<file path="config.mk">
export PLATFORM = sky130hd
export DESIGN_NAME = charge_accumulator
export DESIGN_NICKNAME = d
export VERILOG_FILES = /design/src/rtl/charge_accumulator.sv
export SDC_FILE = /design/constraint.sdc
export NUM_CORES = 1
export LEC_CHECK = 0
export ABC_AREA = 1
export CORE_MARGIN = 3
export CORE_UTILIZATION = 55
export CTS_CLUSTER_DIAMETER = 150
export DETAILED_ROUTE_END_ITERATION = 7
export GPL_ROUTABILITY_DRIVEN = 0
export GPL_TIMING_DRIVEN = 0
export PLACE_DENSITY = 0.78
export REMOVE_ABC_BUFFERS = 1
export SYNTH_ARGS = -nofsm -noshare
export SYNTH_HDL_FRONTEND = slang
export SYNTH_SLANG_ARGS = --single-unit
export TNS_END_PERCENT = 30
</file>
<file path="constraint.sdc">
create_clock -name acc_clk -period 5.88 [get_ports acc_clk]
set_input_delay 1.47 -clock acc_clk [delete_from_list [all_inputs] [get_ports acc_clk]]
set_output_delay 1.47 -clock acc_clk [all_outputs]
set_load 0.02 [all_outputs]
</file>
<file path="src/rtl/charge_accumulator.sv">
// charge_accumulator: saturating charge integrator between the uA/mA range
// front-end and the SPI readout stage.
//
// Each enabled acc_clk edge scales the active range's 12-bit sample onto a
// common uA-tick grid and adds it to a wide saturating accumulator. An
// atomic snapshot of {accumulator, sample count, flags} is handed to the SPI
// stage through a snap_req / snap_valid / snap_ack handshake.
//
// The enabled edge that takes the FSM from IDLE into RUN already carries a
// sample, so N enabled edges contribute exactly N samples.
//
// Build option: define ACC_SNAP_CLEAR_EN to make every honoured snapshot
// restart accumulation (interval readings). Left undefined, snapshots are
// read-only and the live state is unaffected.
//
// ACC_W must be at least 24 so the largest scaled term (22 bits) fits.

module charge_accumulator #(
    parameter int ACC_W = 48,
    parameter int CNT_W = 32
) (
    input  logic             acc_clk,
    input  logic             reset,
    input  logic             en,
    input  logic             clr,
    input  logic [11:0]      ua,
    input  logic             ua_ovf,
    input  logic [11:0]      ma,
    input  logic             ma_ovf,
    input  logic             snap_req,
    input  logic             snap_ack,
    output logic             snap_valid,
    output logic [ACC_W-1:0] snap_acc,
    output logic [CNT_W-1:0] snap_cnt,
    output logic [2:0]       snap_flags,
    output logic             running
);

    localparam logic [1:0] ST_IDLE = 2'd0;
    localparam logic [1:0] ST_RUN  = 2'd1;
    localparam logic [1:0] ST_SAT  = 2'd2;

    localparam int                TERM_W          = 22;
    localparam logic [TERM_W-1:0] FULL_SCALE_TERM = 22'd4095000;

    logic [1:0]        state_q, state_d;
    logic [ACC_W-1:0]  acc_q, acc_d;
    logic [CNT_W-1:0]  cnt_q, cnt_d;
    logic              sat_q, sat_d;
    logic              range_err_q, range_err_d;
    logic              snap_valid_q, snap_valid_d;
    logic [ACC_W-1:0]  snap_acc_q, snap_acc_d;
    logic [CNT_W-1:0]  snap_cnt_q, snap_cnt_d;
    logic [2:0]        snap_flags_q, snap_flags_d;

    logic [TERM_W-1:0] ma_ext, ma_scaled, term;
    logic              term_err;
    logic [ACC_W-1:0]  term_ext;
    logic [ACC_W:0]    sum;
    logic              overflow;
    logic [CNT_W-1:0]  cnt_inc;
    logic              accumulating;
    logic              snap_take;

    // Select the active range and scale it to uA ticks (x1000 by shift-and-subtract)
    always_comb begin
        // NOTE: every signal written here gets a default first, so no path leaves it unassigned and infers a latch.
        term      = '0;
        term_err  = 1'b0;
        ma_ext    = {10'b0, ma};
        ma_scaled = (ma_ext << 10) - (ma_ext << 4) - (ma_ext << 3);
        if (!ua_ovf) begin
            term = {10'b0, ua};
        end else if (!ma_ovf) begin
            term = ma_scaled;
        end else begin
            term     = FULL_SCALE_TERM;
            term_err = 1'b1;
        end
    end

    // Adder with carry-out for overflow detection, saturating counter increment
    always_comb begin
        term_ext     = {{(ACC_W-TERM_W){1'b0}}, term};
        sum          = {1'b0, acc_q} + {1'b0, term_ext};
        overflow     = sum[ACC_W];
        cnt_inc      = (&cnt_q) ? cnt_q : cnt_q + CNT_W'(1);
        accumulating = en && (state_q != ST_SAT);
        snap_take    = snap_req && !snap_valid_q;
    end

    // Live state: FSM, accumulator, counter and sticky flags (clr has top priority)
    always_comb begin
        state_d     = state_q;
        acc_d       = acc_q;
        cnt_d       = cnt_q;
        sat_d       = sat_q;
        range_err_d = range_err_q;
        if (clr) begin
            state_d     = ST_IDLE;
            acc_d       = '0;
            cnt_d       = '0;
            sat_d       = 1'b0;
            range_err_d = 1'b0;
        end
`ifdef ACC_SNAP_CLEAR_EN
        else if (snap_take) begin
            // The snapshot closes the interval; this cycle's sample opens the next one.
            acc_d       = accumulating ? term_ext : '0;
            cnt_d       = accumulating ? CNT_W'(1) : '0;
            sat_d       = 1'b0;
            range_err_d = accumulating && term_err;
            state_d     = en ? ST_RUN : ST_IDLE;
        end
`endif
        else begin
            case (state_q)
                ST_SAT: begin
                    // Accumulator and counter stay frozen until the enable drops.
                    if (!en) state_d = ST_IDLE;
                end
                default: begin
                    if (en) begin
                        cnt_d       = cnt_inc;
                        range_err_d = range_err_q | term_err;
                        if (overflow) begin
                            acc_d   = '1;
                            sat_d   = 1'b1;
                            state_d = ST_SAT;
                        end else begin
                            acc_d   = sum[ACC_W-1:0];
                            state_d = ST_RUN;
                        end
                    end else begin
                        state_d = ST_IDLE;
                    end
                end
            endcase
        end
    end

    // Snapshot capture of pre-edge values and valid/ack handshake
    always_comb begin
        snap_valid_d = snap_valid_q;
        snap_acc_d   = snap_acc_q;
        snap_cnt_d   = snap_cnt_q;
        snap_flags_d = snap_flags_q;
        if (snap_take) begin
            snap_valid_d = 1'b1;
            snap_acc_d   = acc_q;
            snap_cnt_d   = cnt_q;
            snap_flags_d = {sat_q, range_err_q, state_q == ST_RUN};
        end else if (snap_ack) begin
            snap_valid_d = 1'b0;
        end
    end

    // State registers
    always_ff @(posedge acc_clk or negedge reset) begin
        // NOTE: the snapshot data registers are reset too, because they drive outputs that must read 0 out of reset.
        if (!reset) begin
            state_q      <= ST_IDLE;
            acc_q        <= '0;
            cnt_q        <= '0;
            sat_q        <= 1'b0;
            range_err_q  <= 1'b0;
            snap_valid_q <= 1'b0;
            snap_acc_q   <= '0;
            snap_cnt_q   <= '0;
            snap_flags_q <= '0;
        end else begin
            // NOTE: non-blocking assignments so every register samples pre-edge values, which the snapshot depends on.
            state_q      <= state_d;
            acc_q        <= acc_d;
            cnt_q        <= cnt_d;
            sat_q        <= sat_d;
            range_err_q  <= range_err_d;
            snap_valid_q <= snap_valid_d;
            snap_acc_q   <= snap_acc_d;
            snap_cnt_q   <= snap_cnt_d;
            snap_flags_q <= snap_flags_d;
        end
    end

    assign snap_valid = snap_valid_q;
    assign snap_acc   = snap_acc_q;
    assign snap_cnt   = snap_cnt_q;
    assign snap_flags = snap_flags_q;
    assign running    = (state_q == ST_RUN);

endmodule
</file>
### Word-level counts from Yosys, hierarchy flattened

Index checks and enable logic that the tools add are counted.

| storage, ports and cells | value |
|---|---|
| register bits | 168 |
| input bits | 32 |
| output and inout bits | 85 |
| logic and storage cells | 54 |

| operators by class | value |
|---|---|
| add/subtract/negate cells | 4 |
| equal/unequal tests | 5 |
| muxes and demuxes | 26 |
| bitwise gates (word level) | 1 |
| reduce and logical (&&, ||, !) cells | 9 |

Operators with widths:

| kind | count |
|---|---|
| $mux W48 | 4 |
| $mux W32 | 4 |
| $add A48 B22 Y49 | 1 |
| $mux W22 | 2 |
| $add A32 B1 Y32 const B | 1 |
| $reduce_and A32 Y1 | 1 |
| $sub A22 B15 Y22 | 1 |
| $sub A22 B16 Y22 | 1 |
| $mux W1 | 11 |
| $mux W2 | 5 |
| $reduce_and A3 Y1 | 2 |
| $reduce_bool A2 Y1 | 3 |
| $ne A2 B2 Y1 const B | 2 |
| $ne A3 B3 Y1 const B | 1 |
| $eq A2 B1 Y1 const B | 1 |
| $eq A2 B2 Y1 const B | 1 |
| $reduce_and A2 Y1 | 1 |
| $logic_and A1 B1 Y1 | 1 |
| $logic_not A1 Y1 | 1 |
| $or A1 B1 Y1 | 1 |

### Longest topological paths before layout

| depth | value |
|---|---|
| word-level depth | 9 |
| gate-level depth with buffers | 31 |

### Worst setup path after synthesis

Ideal clock, no wire load.

| timing path | value |
|---|---|
| kind | input-to-reg |
| start point | in ma[0] |
| end point | reg acc_q[32] |
| arrival | 4.577 ns |
| path slack | 1.176 ns |
| cell stages on the path | 27 |
| buffers on the path | 1 |
| cell sequence | inv_1 fa_1 inv_1 ha_1 nand2_1 nor2_1 inv_1 nor3_1 nand2_1 nand3_1 nor2_1 nor2_1 nand2_1 nand2_1 inv_1 ha_1 nand2_1 inv_1 nand2_1 nand2_1 a21oi_2 inv_2 nand2_1 nand2_4 nand4_4 buf_2 nand3_1 |

| between the ends | value |
|---|---|
| longest elaborated chain between the ends | 9 |

RTL lines:

| element | RTL line | source |
|---|---|---|
| start, declared | 28 | `input logic [11:0] ma,` |
| $sub A22 B16 Y22 | 71 | `ma_scaled = (ma_ext << 10) - (ma_ext << 4) - (ma_ext << 3);` |
| $sub A22 B15 Y22 (*) | 71 |  |
| $mux W22 (*) | 74 | `end else if (!ma_ovf) begin` |
| $mux W22 (*) | 72 | `if (!ua_ovf) begin` |
| $add A48 B22 Y49 (*) | 85 | `sum = {1'b0, acc_q} + {1'b0, term_ext};` |
| $mux W48 (*) | 126 | `if (overflow) begin` |
| $mux W48 (*) | 123 | `if (en) begin` |
| $mux W48 (*) | 117 | `case (state_q)` |
| $mux W48 (*) | 99 | `if (clr) begin` |
| end signal, assigned | 163 | `acc_q <= '0;` |
| end signal, assigned | 174 | `acc_q <= acc_d;` |
| end, declared | 47 | `logic [ACC_W-1:0] acc_q, acc_d;` |

Mark *: on every way between the ends. The rest lies on a longest branch, timed or not. The select of a mux whose other input is x is not followed.
A chain may end at the register's enable or synchronous reset.

### Worst setup path after layout

| timing path | value |
|---|---|
| start point | in ma[2] |
| end point | reg acc_q[30] |

The elaborated chain is that of the path after synthesis.

==> impl_metrics.py <==
metrics = {
    "status": {
        "outcome": "finished with violations",
        "violations": "design-rule violations",
    },
    "detailed_routing": {
        "viasPerCell": 5.414,
        "final_antenna_net_count": 0,
        "drc": 4,
        "drt_iter0_drc": 1047,
        "vias": 11420,
        "wl_mm": 31.44,
        "highest_layer": "met4",
        "met2WireLength_mm": 14.52,
        "wire_per_inst_um": 14.91,
        "wl_met1_mm": 14.22,
        "wl_met3_mm": 1.926,
        "firstDrtPassIters": 8,
    },
    "sta": {
        "fmax_mhz": 181.7,
        "max_slew_margin_pct": 34.97,
        "timing.hold.ws_ns": 0.4775,
        "worst_slack_ns": 0.3763,
        "worst_slew_pin_slew_ns": 0.9720,
        "rsz0062_at_grt": "false",
        "period_share_pct": 93.60,
        "setup_viol": 0,
        "hold_viol_final": 0,
        "final-max-slew-violation-count": 0,
        "period_minus_slack_ns": 5.504,
        "skew_ns": 0.01261,
        "tns_ns": 0,
    },
    "global_routing": {
        "grt_max_degree": 119,
        "grt_pass1_wl_mm": 51.07,
        "gr-total-overflow": 0,
        "antenna_found_initial": 0,
        "grt_usage_pct": 27.73,
        "grt_pass1_vias": 10620,
    },
    "cts": {
        "cts-root-buf": "clkbuf_16",
        "clk_transition_reported_paths_ns": 0.06,
        "htreeDepth": 4,
        "tritoncts": "done",
        "postCtsHoldBufs": 0,
        "cts.sinks": 168,
        "clk_latency_ns": 0.44,
        "cts_buffer_depth": 2,
        "cts-buffers-inserted": 17,
    },
    "worst_setup_path": {
        "reg2reg_depth": 8,
        "path_max_fanout": 5,
        "cp.required_ns": 6.19,
        "crit_type": "in -> reg",
        "end_kind": "flip-flop",
        "reg2reg_from": "cnt_q[0]",
        "r2r-end": "cnt_q[2]",
        "cp.arrival_ns": 5.82,
        "cp-start-kind": "input pin",
        "r2r_slack_ns": 3.41,
    },
    "yosys": {
        "synth-edff-count": 0,
        "syn-cell-area_um2": 11500,
        "syn_inst": 1719,
        "ys_ff_latch": 168,
        "ys_seq_area_share_pct": 36.55,
        "yosys_warnings": 0,
        "synth_ff_type": "dfrtp_1",
        "ys_types": 40,
        "avgSynthCellArea_um2": 6.691,
        "ys_async_sr_fraction_pct": 100.0,
    },
    "placed_design": {
        "pre_cts_slack_ns": -0.4503,
        "dp.cells": 2070,
        "placed_area_um2": 12950,
        "numPortBuffers": 116,
        "dp_hpwl_mm": 22.91,
    },
    "die": {
        "core_region_area_um2": 20360,
        "io-pin-count": 117,
        "initial_core_util_pct": 56.48,
        "die_h_um": 150.6,
        "rows": 52,
        "die-area_um2": 22680,
        "die_w_um": 150.6,
    },
    "finish": {
        "syn_to_final_growth_pct": 18.71,
        "final_area_um2": 13650,
        "fin_util_pct": 67.05,
        "seq_area_um2": 4204,
        "fillerInstances": 1790,
        "diodes": 0,
        "multi_input_area_um2": 6182,
        "final_common_cell": "nand2_1",
        "num-nets-final": 1915,
        "drive_above_1_share_pct": 4.513,
        "final_cell_mix": "617 x nand2_1, 250 x inv_1, 168 x dfrtp_1",
        "instances_no_fill": 2109,
    },
    "pwr": {
        "power_leakage_nw": 6.975,
        "total_power_mw": 3.235,
        "p_per_area_nw_per_um2": 236.9,
        "ir_drop_mv": 0.2161,
    },
    "hold_path": {
        "hp-start": "snap_flags[0]",
        "hold_end": "snap_flags[0]",
        "hold_class": "reg -> reg",
        "holdPathStages": 2,
    },
    "run": {
        "max_cap_violations": 0,
    },
}
-- how the worst max path moves through the flow --
stage | from | endpoint | slack, ns | depth (start not counted)
after floorplan | ma[0] | acc_q[43] | 1.04 | 28
after global placement | reset | snap_acc[37] | -3.65 | 1
after detailed placement | ma[0] | acc_q[34] | -0.45 | 28
after CTS | ma[0] | acc_q[45] | -0.03 | 28
after global routing | ma[0] | acc_q[23] | 0.008 | 27
final | ma[2] | acc_q[30] | 0.38 | 23
-- repair_timing --
| action | in CTS | in global routing |
|---|---|---|
| gates resized for setup | 0 | 2 |
| cloned | 0 | 1 |
| buffers inserted | 0 | 6 |
| setup endpoints to repair | 3 | 38 |
-- per-layer routing --
metal / GRT usage [%] / vias to the layer above
met3: 4.275 / 70
met2: 45.26 / 410
met1: 38.29 / 5310
met5: 0 / -
li1: - / 5629
met4: 8.386 / 0
-- power by group --
group | internal (mW) | switching (mW) | leakage (nW) | total, mW
combinational | 0.272 | 0.496 | 4.37 | 0.768
sequential | 1.22 | 0.0516 | 2.31 | 1.27
clock | 0.680 | 0.514 | 0.295 | 1.19
-- cell type report --
cell class                 instances  area share (%)
inverter                         263           7.230
clock inverter                    14           1.338
tap                              270           2.474
sequential                       168           30.79
timing repair buffer             126           9.750
multi-input combinational       1250           45.28
clock buffer                      18           3.143
-- cell usage after synthesis, types with 7 or more instances --
| library cell | instances | share of area, % |
|---|---|---|
| nand2_2 | 8 | 0.44 |
| nand2_1 | 618 | 20 |
| nand4_1 | 18 | 0.98 |
| nand3_1 | 149 | 6.5 |
| inv_1 | 251 | 8.2 |
| o31ai_1 | 13 | 0.85 |
| buf_2 | 7 | 0.30 |
| xor2_1 | 24 | 1.8 |
| inv_2 | 9 | 0.29 |
| dfrtp_1 | 168 | 37 |
| o211ai_1 | 7 | 0.46 |
| nor2_1 | 114 | 3.7 |
| ha_1 | 51 | 5.5 |
| clkbuf_1 | 29 | 0.95 |
| nand3b_1 | 7 | 0.46 |
| nor3_1 | 24 | 1.0 |
| a21oi_1 | 47 | 2.0 |
| o21ai_0 | 115 | 5.0 |
-- sequential cells by signal, summed over array words and instances (netlist names) --
| register | flops |
|---|---|
| snap_flags | 3 |
| sat_q | 1 |
| snap_cnt | 32 |
| range_err_q | 1 |
| snap_valid | 1 |
| state_q | 2 |
| cnt_q | 32 |
| acc_q | 48 |
| snap_acc | 48 |
-- kinds of logic (layout without fill, tap and decap cells) --
logic type      Yosys count  in the layout  synth area share (%)
compound gates          197            197                 9.224
simple gates            967            968                 35.41
xor+xnor                 28             28                 2.132
fa+ha+maj                57             57                 6.592
buf+inv                 302            421                 10.09
flops                   168            168                 36.55
-- critical path, cell delays in order --
cell             delay (ns)
clkdlybuf4s50_1        0.64
inv_1                  0.13
ha_1                   0.31
ha_1                   0.36
a21oi_1                0.20
o21ai_0                0.17
a21oi_1                0.32
o21ai_0                0.17
nand2_1                0.09
nand2_1                0.04
o21ai_0                0.15
inv_1                  0.06
ha_1                   0.34
nand2_1                0.15
nor2_1                 0.25
nand2_1                0.10
o21bai_1               0.19
nand2_1                0.22
nand2_1                0.11
nand2_1                0.12
nand2_1                0.07
nand3_1                0.08
nand3_1                0.07
(Power assumes the default switching activity.)
